**src/rtl/salu_issue_arbiter.sv**
```systemverilog
// Round-robin issue arbiter in front of the scalar ALU. s_nop and s_endpgm retire locally as
// per-wave stalls and completions; every other granted instruction goes to a registered slot.
module salu_issue_arbiter #(
  parameter int unsigned NUM_WAVES = 4,
  parameter int unsigned INSTR_W   = 32,
  localparam int unsigned WID_W    = (NUM_WAVES > 1) ? $clog2(NUM_WAVES) : 1
) (
  input  logic                           clk,
  input  logic                           rst_n,
  input  logic [NUM_WAVES-1:0]           req_valid,
  input  logic [NUM_WAVES*INSTR_W-1:0]   req_instr,
  output logic [NUM_WAVES-1:0]           req_ready,
  input  logic [NUM_WAVES-1:0]           wave_launch,
  output logic [NUM_WAVES-1:0]           wave_done,
  output logic                           salu_valid,
  output logic [INSTR_W-1:0]             salu_instr,
  output logic [WID_W-1:0]               salu_wave_id,
  input  logic                           salu_ready
);

  logic [NUM_WAVES-1:0][3:0] r_stall;
  logic [NUM_WAVES-1:0]      r_done;
  logic [NUM_WAVES-1:0]      r_wave_done;
  logic [WID_W-1:0]          r_rr_ptr;
  logic                      r_salu_valid;
  logic [INSTR_W-1:0]        r_salu_instr;
  logic [WID_W-1:0]          r_salu_wave_id;

  logic [NUM_WAVES-1:0] w_eligible;
  logic                 w_slot_free;
  logic                 w_grant_vld;
  logic [WID_W-1:0]     w_grant_id;
  int unsigned          w_idx;
  logic [INSTR_W-1:0]   w_g_instr;
  logic                 w_is_sopp;
  logic                 w_is_nop;
  logic                 w_is_end;
  logic                 w_grant_fwd;
  logic [3:0]           w_nop_cnt;
  logic [WID_W-1:0]     w_rr_next;

  assign w_slot_free = ~r_salu_valid | salu_ready;

  always_comb begin
    for (int w = 0; w < NUM_WAVES; w++) begin
      w_eligible[w] = req_valid[w] & ~r_done[w] & (r_stall[w] == 4'd0);
    end
  end

  // First eligible wave at or after rr_ptr, wrapping; reset low blocks any grant.
  always_comb begin
    w_grant_vld = 1'b0;
    w_grant_id  = '0;
    w_idx       = 0;
    for (int i = 0; i < NUM_WAVES; i++) begin
      w_idx = (int'(r_rr_ptr) + i) % NUM_WAVES;
      if (!w_grant_vld && w_eligible[WID_W'(w_idx)]) begin
        w_grant_vld = 1'b1;
        w_grant_id  = WID_W'(w_idx);
      end
    end
    w_grant_vld = w_grant_vld & w_slot_free & rst_n;
  end

  always_comb begin
    for (int w = 0; w < NUM_WAVES; w++) begin
      req_ready[w] = w_grant_vld && (w_grant_id == WID_W'(w));
    end
  end

  assign w_g_instr   = req_instr[w_grant_id*INSTR_W +: INSTR_W];
  assign w_is_sopp   = (w_g_instr[31:23] == 9'b1_0111_1111);
  assign w_is_nop    = w_is_sopp && (w_g_instr[22:16] == 7'd0);
  assign w_is_end    = w_is_sopp && (w_g_instr[22:16] == 7'd1);
  assign w_grant_fwd = w_grant_vld & ~w_is_nop & ~w_is_end;
  assign w_nop_cnt   = (w_g_instr[3:0] == 4'hF) ? 4'hF : w_g_instr[3:0] + 4'd1;
  assign w_rr_next   = (w_grant_id == WID_W'(NUM_WAVES - 1)) ? '0 : w_grant_id + WID_W'(1);

  always_ff @(posedge clk or negedge rst_n) begin
    if (!rst_n) begin
      r_rr_ptr       <= '0;
      r_salu_valid   <= 1'b0;
      r_salu_instr   <= '0;
      r_salu_wave_id <= '0;
    end else begin
      if (w_grant_vld) r_rr_ptr <= w_rr_next;
      if (w_grant_fwd) begin
        r_salu_valid   <= 1'b1;
        r_salu_instr   <= w_g_instr;
        r_salu_wave_id <= w_grant_id;
      end else if (w_slot_free) begin
        r_salu_valid <= 1'b0;
      end
    end
  end

  // Launch overrides a same-cycle local instruction to the same wave (and hides its done pulse).
  always_ff @(posedge clk or negedge rst_n) begin
    if (!rst_n) begin
      r_stall     <= '0;
      r_done      <= '0;
      r_wave_done <= '0;
    end else begin
      for (int w = 0; w < NUM_WAVES; w++) begin
        r_wave_done[w] <= 1'b0;
        if (wave_launch[w]) begin
          r_done[w]  <= 1'b0;
          r_stall[w] <= 4'd0;
        end else if (req_ready[w] && w_is_nop) begin
          r_stall[w] <= w_nop_cnt;
        end else if (req_ready[w] && w_is_end) begin
          r_done[w]      <= 1'b1;
          r_wave_done[w] <= 1'b1;
        end else if (r_stall[w] != 4'd0) begin
          r_stall[w] <= r_stall[w] - 4'd1;
        end
      end
    end
  end

  assign wave_done    = r_wave_done;
  assign salu_valid   = r_salu_valid;
  assign salu_instr   = r_salu_instr;
  assign salu_wave_id = r_salu_wave_id;

endmodule

```
**config.mk**
```make
export PLATFORM = sky130hd
export DESIGN_NAME = salu_issue_arbiter
export DESIGN_NICKNAME = d
export VERILOG_FILES = /design/src/rtl/salu_issue_arbiter.sv
export SDC_FILE = /design/constraint.sdc
export NUM_CORES = 1
export LEC_CHECK = 0
export CAP_MARGIN = 20
export CORE_ASPECT_RATIO = 0.7
export CORE_MARGIN = 2
export CORE_UTILIZATION = 25
export DETAILED_ROUTE_END_ITERATION = 16
export MAX_ROUTING_LAYER = met4
export PLACE_DENSITY = 0.48
export SLEW_MARGIN = 20
export SYNTH_ARGS = -nofsm -noshare
export SYNTH_HDL_FRONTEND = slang
export SYNTH_SLANG_ARGS = --single-unit
export TNS_END_PERCENT = 50
```
**constraint.sdc**
```tcl
create_clock -name clk -period 10.9 [get_ports clk]
set_input_delay 1.635 -clock clk [delete_from_list [all_inputs] [get_ports clk]]
set_output_delay 1.635 -clock clk [all_outputs]
set_load 0.01 [all_outputs]
```
# [Word-level counts from Yosys, hierarchy flattened]
# Cells that the tools add are included.
[classes] addsub=9 magnitude_cmp=4 eq_ne=14 shifts=1 muxes=60 bitwise=20 n_reduce_logical=47
[ops] operator="$shiftx A128 B8 Y32" count=1
[ops] operator="$mux W4" count=17
[ops] operator="$mux W1" count=34
[ops] operator="$logic_and A1 B1 Y1" count=17
[ops] operator="$logic_not A4 Y1" count=4
[ops] operator="$reduce_and A2 Y1" count=8
[ops] operator="$reduce_bool A4 Y1" count=4
[ops] operator="$sub A4 B1 Y4 const B" count=4
[ops] operator="$and A1 B1 Y1" count=12
[ops] operator="$lt A2 B3 Y1 const B" count=4
[ops] operator="$ne A3 B3 Y1 const B" count=4
[ops] operator="$reduce_bool A3 Y1" count=4
[ops] operator="$mux W2" count=5
[ops] operator="$reduce_bool A2 Y1" count=5
[ops] operator="$eq A9 B9 Y1 const B" count=1
[ops] operator="$bmux W1 S2" count=4
[ops] operator="$ne A2 B2 Y1 const B" count=4
[ops] operator="$eq A7 B1 Y1 const B" count=1
[ops] operator="$logic_not A7 Y1" count=1
[ops] operator="$not A1 Y1" count=7
[ops] operator="$add A2 B1 Y2 const B" count=2
[ops] operator="$add A2 B2 Y2 const B" count=2
[ops] operator="$add A4 B1 Y4 const B" count=1
[ops] operator="$eq A2 B2 Y1 const B" count=2
[ops] operator="other kinds (5)" count=7
[word_totals] register_bits=61 output_inout_bits=43 wordCells=168

# [Longest topological paths before layout]
# Gate-level depths: netlist (run 1).
[depth] ltp_word=22 ltp_mapped=18

# [Worst setup path before layout (run 1)]
# Ideal clock, no wire load.
[synth_timing] path_kind="in2out" start="input req_valid[0]" end="output req_ready[2]" arrival_time_ps=4136 path_slack_ps=5129 stages=11 cell_sequence="and3b_1 -> a211oi_4 -> o221ai_4 -> buf_6 -> buf_4 -> buf_2 -> clkbuf_1 -> clkbuf_1 -> ha_1 -> and2_0 -> clkbuf_1"
[synth_via] elab_chain_len=17 elab_cells_between_ends=28 classes_between="eq/ne: 1; mux: 16; bitwise: 4; reduce/logical: 7"
[synth_lines] item="start, declared" line="10" text="input logic [NUM_WAVES-1:0] req_valid,"
[synth_lines] item="$and A1 B1 Y1 (*) (2 in a row)" line="46" text="w_eligible[w] = req_valid[w] & ~r_done[w] & (r_stall[w] == 4'd0);"
[synth_lines] item="$bmux W1 S2" line="57" text="if (!w_grant_vld && w_eligible[WID_W'(w_idx)]) begin"
[synth_lines] item="$mux W1 (implied by the code)" line="57"
[synth_lines] item="$mux W1" line="57"
[synth_lines] item="$logic_not A1 Y1" line="57"
[synth_lines] item="$logic_and A1 B1 Y1" line="57"
[synth_lines] item="$mux W1" line="57"
[synth_lines] item="$logic_not A1 Y1" line="57"
[synth_lines] item="$logic_and A1 B1 Y1" line="57"
[synth_lines] item="$mux W1" line="57"
[synth_lines] item="$logic_not A1 Y1" line="57"
[synth_lines] item="$logic_and A1 B1 Y1" line="57"
[synth_lines] item="$mux W1" line="57"
[synth_lines] item="$and A1 B1 Y1 (2 in a row)" line="62" text="w_grant_vld = w_grant_vld & w_slot_free & rst_n;"
[synth_lines] item="$logic_and A1 B1 Y1 (*)" line="67" text="req_ready[w] = w_grant_vld && (w_grant_id == WID_W'(w));"
[synth_lines] item="end, declared" line="12" text="output logic [NUM_WAVES-1:0] req_ready,"
# Every way passes the cells marked *; elsewhere a longest branch is shown, timed or not. The select of a mux whose other input is x is not followed.

# [Worst setup path after layout (run 1)]
[layout_timing] start="input req_valid[2]" end="output req_ready[3]"
# Same word-level chain as after synthesis.

==> results of run 1 <==
metal layers:
layer	vias to the layer above	share of wire	wire length, µm
li1	1899	-	-
met1	1882	0.48	6680
met2	121	0.44	6080
met3	10	0.074	1020
met4	0	0.0058	80
met5	-	0	0
report_power, final:
group | internal, W | total, W | leakage [nW] | switching (W)
Clock | 0.000212 | 0.000314 | 0.163 | 0.000102
Sequential | 0.000325 | 0.000392 | 0.758 | 0.0000670
Combinational | 0.000625 | 0.00133 | 1.93 | 0.000704
logic make-up after synthesis:
family	share of synthesized area
AND/OR/NAND/NOR	0.168
adder cells (fa/ha/maj)	0.0261
AO/OA/AOI/OAI	0.127
flip-flops	0.354
multiplexers	0.275
buffers and inverters	0.0494
sequential cells by signal, summed over array words and instances, names as in the netlist:
name	flops
salu_instr	32
salu_wave_id	2
r_stall	16
wave_done	4
r_rr_ptr	2
r_done	4
salu_valid	1
metrics by stage:
step           cell area (µm²)  cells  power [W]  setup slack (ns)
2_1_floorplan             4310    419    0.00127              5.13
3_3_place_gp              6340    814    0.00171              4.53
3_5_place_dp              6340    814    0.00173              4.47
4_1_cts                   6670    830    0.00206              4.46
5_1_grt                   6700    831    0.00221              4.25
6_report                  6700    831    0.00204              4.48
final cells by class:
type | count | area (µm²)
clock buffers | 12 | 256
clock inverters | 4 | 70.1
fillers | 1691 | 10300
inverters | 24 | 90.1
multi-input cells | 311 | 2580
flip-flops and latches | 61 | 1530
well taps | 231 | 289
repair buffers | 188 | 1880
worst max-delay path: cells and delay by family:
| kind | cells | cell delay [ns] |
|---|---|---|
| adder cells (fa/ha/maj) | 1 | 0.22 |
| buffers and inverters | 5 | 2.12 |
| AND/OR/NAND/NOR | 2 | 0.48 |
| AO/OA/AOI/OAI | 2 | 0.25 |
cells in the final DEF, fill, tap and decap left out, drive strengths merged, types with 15 or more instances in the layout:
cell           Yosys  final
a21oi             25     25
clkdlybuf4s50      0    180
nand2             15     15
mux2              36     36
and2              20     20
a211oi            17     17
mux2i             78     78
nor2              15     15
inv               24     24
dfrtp             61     61
path summary, 6_finish.rpt:
path | endpoint | depth (start not counted)
worst max-delay path | req_ready[3] | 10
worst min-delay path | salu_instr[19] | 1
worst max register to register | r_stall[5] | 13
worst min register to register | salu_instr[19] | 1
max in group asynchronous | salu_instr[16] | 2
min in group asynchronous | wave_done[2] | 2
==> impl_results.md, run 1 <==
* Outcome: complete, no violations
* Origin of the worst setup path: req_valid[2]
* Post-CTS resize count at 0
* Most used standard cells in the synthesized netlist: sky130_fd_sc_hd__mux2i_1 (78), sky130_fd_sc_hd__dfrtp_1 (61), sky130_fd_sc_hd__mux2_2 (35), sky130_fd_sc_hd__a21oi_1 (24), sky130_fd_sc_hd__inv_1 (24)
* Critical path start-end classification: primary input to primary output
* Net count of the finished layout at 743
* Number of vias per cell after detailed routing at 4.71
* Number of remaining DRC errors at 0
* Clock tree from TritonCTS: built
* Relative slew slack at 0.428
* Number of nets with antenna violations after routing at 0
* Required time worst endpoint at 9.27 ns
* Startpoint class of the critical path: primary input
* Avg Cell Area, Syn at 10.3 µm²
* Share of flip-flops with an asynchronous set or reset after synthesis at 1.00
* Ports placed on the boundary at 182
* Critical Path Slowest Stage Cell: sky130_fd_sc_hd__clkdlybuf4s50_1
* Final worst path period share at 0.589
* Layout cells sized above 1 at 0.125
* Syn Nets at 567
* Number of synthesized register bits at 61
* CP Capture Type: primary output
* Number of antenna violations at the first check in global routing at 0
* Global placement routability congestion at 0.830
* Cell area power density at 304 nW/µm²
* Fin crit period at 6.42 ns
* Highest attainable clock frequency at 156 MHz
* Largest fanout of any net on the critical path at 37
* HPWL Detailed at 10600 µm
* Synth-to-Final Area Change at 55.4%
* Insertion delay of the later-clocked pin in the worst-skew pair at 0.33 ns
* Clock root cell: sky130_fd_sc_hd__clkbuf_16
* Starting DRC count in detailed routing at 158
* Worst Hold Class: flip-flop to flip-flop
* Most used routing layer: met2
* Yosys top cell by area: sky130_fd_sc_hd__dfrtp_1
* Distinct cell type count of the synthesized netlist at 56
* Die Area at 18300 µm²
* Actual slew at the worst max-slew pin at 0.857 ns
* Part of the Yosys area used for sequential elements at 0.354
* Cells after Synth at 419
* Initial cell density of the core at 0.253
* CTS clk-pin slew, worst paths at 0.05 ns
* Slowest cell delay on critical path at 0.52 ns
* LEAKAGE at 2.86 nW
* Clock Skew at 0.00734 ns
* Average routed wire per standard cell at 16.7 µm
* Total of endpoints with negative setup slack in the final report at 0
* Start point of the worst min-delay path: salu_instr[19]
* Number of hold buffers added after CTS at 0
* Mapped Area at 4310 µm²
* Total Routed Length at 13900 µm
* Overall die height at 114 µm
* Global route total overflow at 0
* Global routing usage summed across all routing layers at 0.162
* Count of maximum capacitance violations at 0
* Final-layout setup total negative slack at 0 ns
* Number of clock buffers inserted by TritonCTS at 9
* Pin count of the biggest net entering global routing at 63
* Total via count after detailed routing at 3912
* Fraction of post-synthesis cell area in the top cell type by area at 0.354
* Post-layout utilization of the core at 0.394
* Count of input and output buffers at 181
* Reg-to-Reg Start: r_stall[12]
* Count of inserted antenna diode cells at 0
* Top-count cell post-synth: sky130_fd_sc_hd__mux2i_1
* Number of enable flip-flop cells after synthesis at 0
* Number of clock sinks at 61
* Clk buf depth at 2
* Grt met3 use at 0.0516
* Worst reg2reg setup slack at 5.66 ns
* Largest cells by area after synthesis: sky130_fd_sc_hd__dfrtp_1 (35%), sky130_fd_sc_hd__mux2i_1 (18%), sky130_fd_sc_hd__mux2_2 (9.1%), sky130_fd_sc_hd__a21oi_1 (2.8%), sky130_fd_sc_hd__a211oi_1 (2.8%)
* Wire length of the first global-routing pass at 22700 µm
* Htree depth at 3
* Maximum vdd ir drop at 171 µV
* Number of synthesis warnings at 0
* Setup repair after global routing missed its margin: no
* Final Hold Violating Endpoints at 0
* Post-synth top flop: sky130_fd_sc_hd__dfrtp_1
* Number of setup buffers added after CTS at 0
* Fin. max-slew vios at 0
* Die W at 161 µm
* Initial DRT Pass Iterations at 4
* Global routing met1 resource utilization at 0.212
* Hold slack final at 0.507 ns
* Number of global-route vias before repair at 4353
* Total core area at 17000 µm²
* Arrival time worst endpoint at 4.78 ns
* Count of standard-cell rows at 40
* Critical path cell sequence: clkdlybuf4s50_1 > nor4bb_1 > a32oi_1 > o221ai_4 > buf_4 > buf_4 > inv_1 > ha_1 > and2_1 > clkdlybuf4s50_1
* Met2 routing resource usage after global routing at 0.251
No activity file was read; power rests on OpenSTA's default activity.
==> inputs of run 2 (changes only) <==
--- a/config.mk
+++ b/config.mk
@@ -11,7 +11,7 @@
 export CORE_UTILIZATION = 25
 export DETAILED_ROUTE_END_ITERATION = 16
 export MAX_ROUTING_LAYER = met4
-export PLACE_DENSITY = 0.48
+export PLACE_DENSITY = 0.5
 export SLEW_MARGIN = 20
 export SYNTH_ARGS = -nofsm -noshare
 export SYNTH_HDL_FRONTEND = slang
==> constraint.sdc (replaced) <==
create_clock -name clk -period 5.9 [get_ports clk]
set_input_delay 0.885 -clock clk [delete_from_list [all_inputs] [get_ports clk]]
set_output_delay 0.885 -clock clk [all_outputs]
set_load 0.01 [all_outputs]
==> run 2 against run 1 <==
  * Wire length fell by 2.0%
  * Clock skew barely moved
  * Total power rose by 81%
  * Non-clock buffer count rose by 3
  * Sequential share of layout area rose by 0.17 points
  * Combinational power rose by 86%
  * Critical path depth fell by 1
  * Clock power rose by 53%
  * Clock-buffer cell count fell by 3
  * Critical endpoint unchanged
  * Largest cell class unchanged
==> impl_results.md, run 2 (synthesized netlist as in run 1, its figures left out) <==
* Outcome: complete, no violations (unchanged)
* Count of inserted antenna diode cells at 0 (unchanged)
* Flip-flop count of the largest register, all copies and words added at 32 (unchanged)
* Overall power consumption at 0.00368 W (was 0.00204 W)
* Critical Path Slowest Stage Cell: sky130_fd_sc_hd__clkdlybuf4s50_1 (unchanged)
* CP Capture Type: primary output (unchanged)
* Origin of the worst setup path: req_valid[0] (was req_valid[2])
* Wire length of the first global-routing pass at 21900 µm (was 22700 µm)
* Global routing usage summed across all routing layers at 0.157 (was 0.162)
* Initial cell density of the core at 0.253 (unchanged)
* Count of input and output buffers at 181 (unchanged)
* Clock tree from TritonCTS: built (unchanged)
* Net count of the finished layout at 746 (was 743)
* Total via count after detailed routing at 3912 (unchanged)
* Number of vias per cell after detailed routing at 4.69 (was 4.71)
* Most common cell after layout, fill and taps aside: sky130_fd_sc_hd__clkdlybuf4s50_1 (unchanged)
* Layout cells sized above 1 at 0.131 (was 0.125)
* Ports placed on the boundary at 182 (unchanged)
* Total of endpoints with negative setup slack in the final report at 0 (unchanged)
* End of the worst register-to-register path: r_stall[7] (was r_stall[5])
* Worst reg2reg path depth at 15 (was 13)
* Worst reg2reg setup slack at 1.29 ns (was 5.66 ns)
* Insertion delay of the later-clocked pin in the worst-skew pair at 0.33 ns (about the same)
* Htree depth at 3 (unchanged)
* Startpoint class of the critical path: primary input (unchanged)
* Leading cell types in the layout, fill and taps excluded: sky130_fd_sc_hd__clkdlybuf4s50_1 (180), sky130_fd_sc_hd__mux2i_1 (78), sky130_fd_sc_hd__dfrtp_1 (61) (unchanged)
* Clock Skew at 0.00723 ns (was 0.00734 ns)
* Overall die height at 114 µm (unchanged)
* CTS clk-pin slew, worst paths at 0.06 ns (was 0.05 ns)
* Count of standard-cell rows at 40 (unchanged)
* Start point of the worst min-delay path: salu_instr[18] (was salu_instr[19])
* Global route total overflow at 0 (unchanged)
* Fin crit period at 4.98 ns
* Final worst path period share at 0.843
* Number of global-route vias before repair at 4069 (was 4353)
* Post-DP Area at 6370 µm² (was 6340 µm²)
* Average routed wire per standard cell at 16.3 µm (was 16.7 µm)
* Cell area power density at 553 nW/µm² (was 304 nW/µm²)
* Worst Hold Class: flip-flop to flip-flop (unchanged)
* HPWL Detailed at 10500 µm (was 10600 µm)
* Number of nets with antenna violations after routing at 0 (unchanged)
* Critical path cell sequence: clkdlybuf4s50_1 > and3b_1 > and2_1 > o221a_2 > a21oi_4 > buf_4 > ha_1 > and2_1 > clkdlybuf4s50_1 (was clkdlybuf4s50_1 > nor4bb_1 > a32oi_1 > o221ai_4 > buf_4 > buf_4 > inv_1 > ha_1 > and2_1 > clkdlybuf4s50_1)
* Largest fanout of any net on the critical path at 36 (was 37)
* Required time worst endpoint at 5.02 ns (was 9.27 ns)
* Reg-to-Reg Start: r_stall[0] (was r_stall[12])
* Actual slew at the worst max-slew pin at 1.07 ns (was 0.857 ns)
* Relative slew slack at 0.288 (was 0.428)
* Total Routed Length at 13600 µm (was 13900 µm)
* Post-CTS resize count at 0 (unchanged)
* Arrival time worst endpoint at 4.09 ns (was 4.78 ns)
* Maximum vdd ir drop at 214 µV (was 171 µV)
* Post-Layout Inst Area at 6650 µm² (was 6700 µm²)
* Global placement routability congestion at 0.817 (was 0.830)
* Highest attainable clock frequency at 201 MHz
* Number of hold buffers added after CTS at 0 (unchanged)
* Setup repair after global routing missed its margin: no (unchanged)
* Starting DRC count in detailed routing at 210 (was 158)
* Initial DRT Pass Iterations at 4 (unchanged)
* Post-layout utilization of the core at 0.391 (was 0.394)
* Fin. max-slew vios at 0 (unchanged)
* Number of antenna violations at the first check in global routing at 0 (unchanged)
* Synth-to-Final Area Change at 54.3% (was 55.4%)
* Clk buf depth at 2 (unchanged)
* Hold slack final at 0.504 ns (was 0.507 ns)
* Final-layout setup total negative slack at 0 ns (unchanged)
* Final Hold Violating Endpoints at 0 (unchanged)
* Die Area at 18300 µm² (unchanged)
* Count of maximum capacitance violations at 0 (unchanged)
* Number of clock sinks at 61 (unchanged)
* Slowest cell delay on critical path at 0.60 ns (was 0.52 ns)
* Number of clock buffers inserted by TritonCTS at 9 (unchanged)
* Total core area at 17000 µm² (unchanged)
* Number of setup buffers added after CTS at 0 (unchanged)
* Number of remaining DRC errors at 0 (unchanged)
* Die W at 161 µm (unchanged)
* Clock root cell: sky130_fd_sc_hd__clkbuf_16 (unchanged)
* Worst Hold Endpoint: salu_instr[18] (was salu_instr[19])
* Hold depth at 1 (unchanged)
* LEAKAGE at 2.83 nW (was 2.86 nW)
* Critical path start-end classification: primary input to primary output (unchanged)
* Pin count of the biggest net entering global routing at 62 (was 63)
[run 2: cell types whose count changed in the layout (fill, tap and decap cells not counted)]
cell and change:
sky130_fd_sc_hd__buf_16 -1, sky130_fd_sc_hd__inv_6 +1, sky130_fd_sc_hd__clkinvlp_4 +3, sky130_fd_sc_hd__buf_4 +4, sky130_fd_sc_hd__clkinv_4 +1, sky130_fd_sc_hd__clkbuf_1 -1, sky130_fd_sc_hd__clkbuf_8 -2, sky130_fd_sc_hd__bufinv_16 -2
[run 2: critical path: cells and delay by family]
family | cells | cell delay [ns]
AND/OR/NAND/NOR | 3 | 0.63
adder cells (fa/ha/maj) | 1 | 0.23
AO/OA/AOI/OAI | 2 | 0.81
buffers and inverters | 3 | 1.50
[run 2: per-layer routing]
metal  GRT usage  vias to the layer above  wire (µm)
li1            -                     1915          -
met1       0.216                     1841       6840
met2       0.221                      138       5670
met3      0.0538                       18        915
met4      0.0375                        0        155
met5           -                        -          0
[run 2: how the worst max path moves through the flow]
stage               slack [ns]  cells after the start            to
floorplan                 1.48                     16   r_stall[12]
detailed placement        0.90                     11  req_ready[1]
global route              0.64                     12  req_ready[1]
global placement          0.93                     11  req_ready[1]
CTS                       0.89                     11  req_ready[1]
finish                    0.92                      9  req_ready[3]
[run 2: final cells by class]
type | instances | area, µm²
fillers | 1688 | 10400
multi-input cells | 311 | 2580
repair buffers | 191 | 1880
flip-flops and latches | 61 | 1530
well taps | 231 | 289
clock buffers | 9 | 225
inverters | 24 | 90.1
clock inverters | 7 | 50.0
[run 2: power by group]
| group | switching, W | total (W) | internal (W) |
|---|---|---|---|
| registers | 0.000126 | 0.000726 | 0.000600 |
| clock network | 0.000197 | 0.000481 | 0.000284 |
| logic | 0.00131 | 0.00247 | 0.00116 |
[run 2: through the flow]
| stage | worst slack, ns | instances |
|---|---|---|
| 2_1_floorplan | 1.48 | 419 |
| 3_3_place_gp | 0.929 | 818 |
| 3_5_place_dp | 0.901 | 818 |
| 4_1_cts | 0.889 | 834 |
| 5_1_grt | 0.641 | 834 |
| 6_report | 0.925 | 834 |
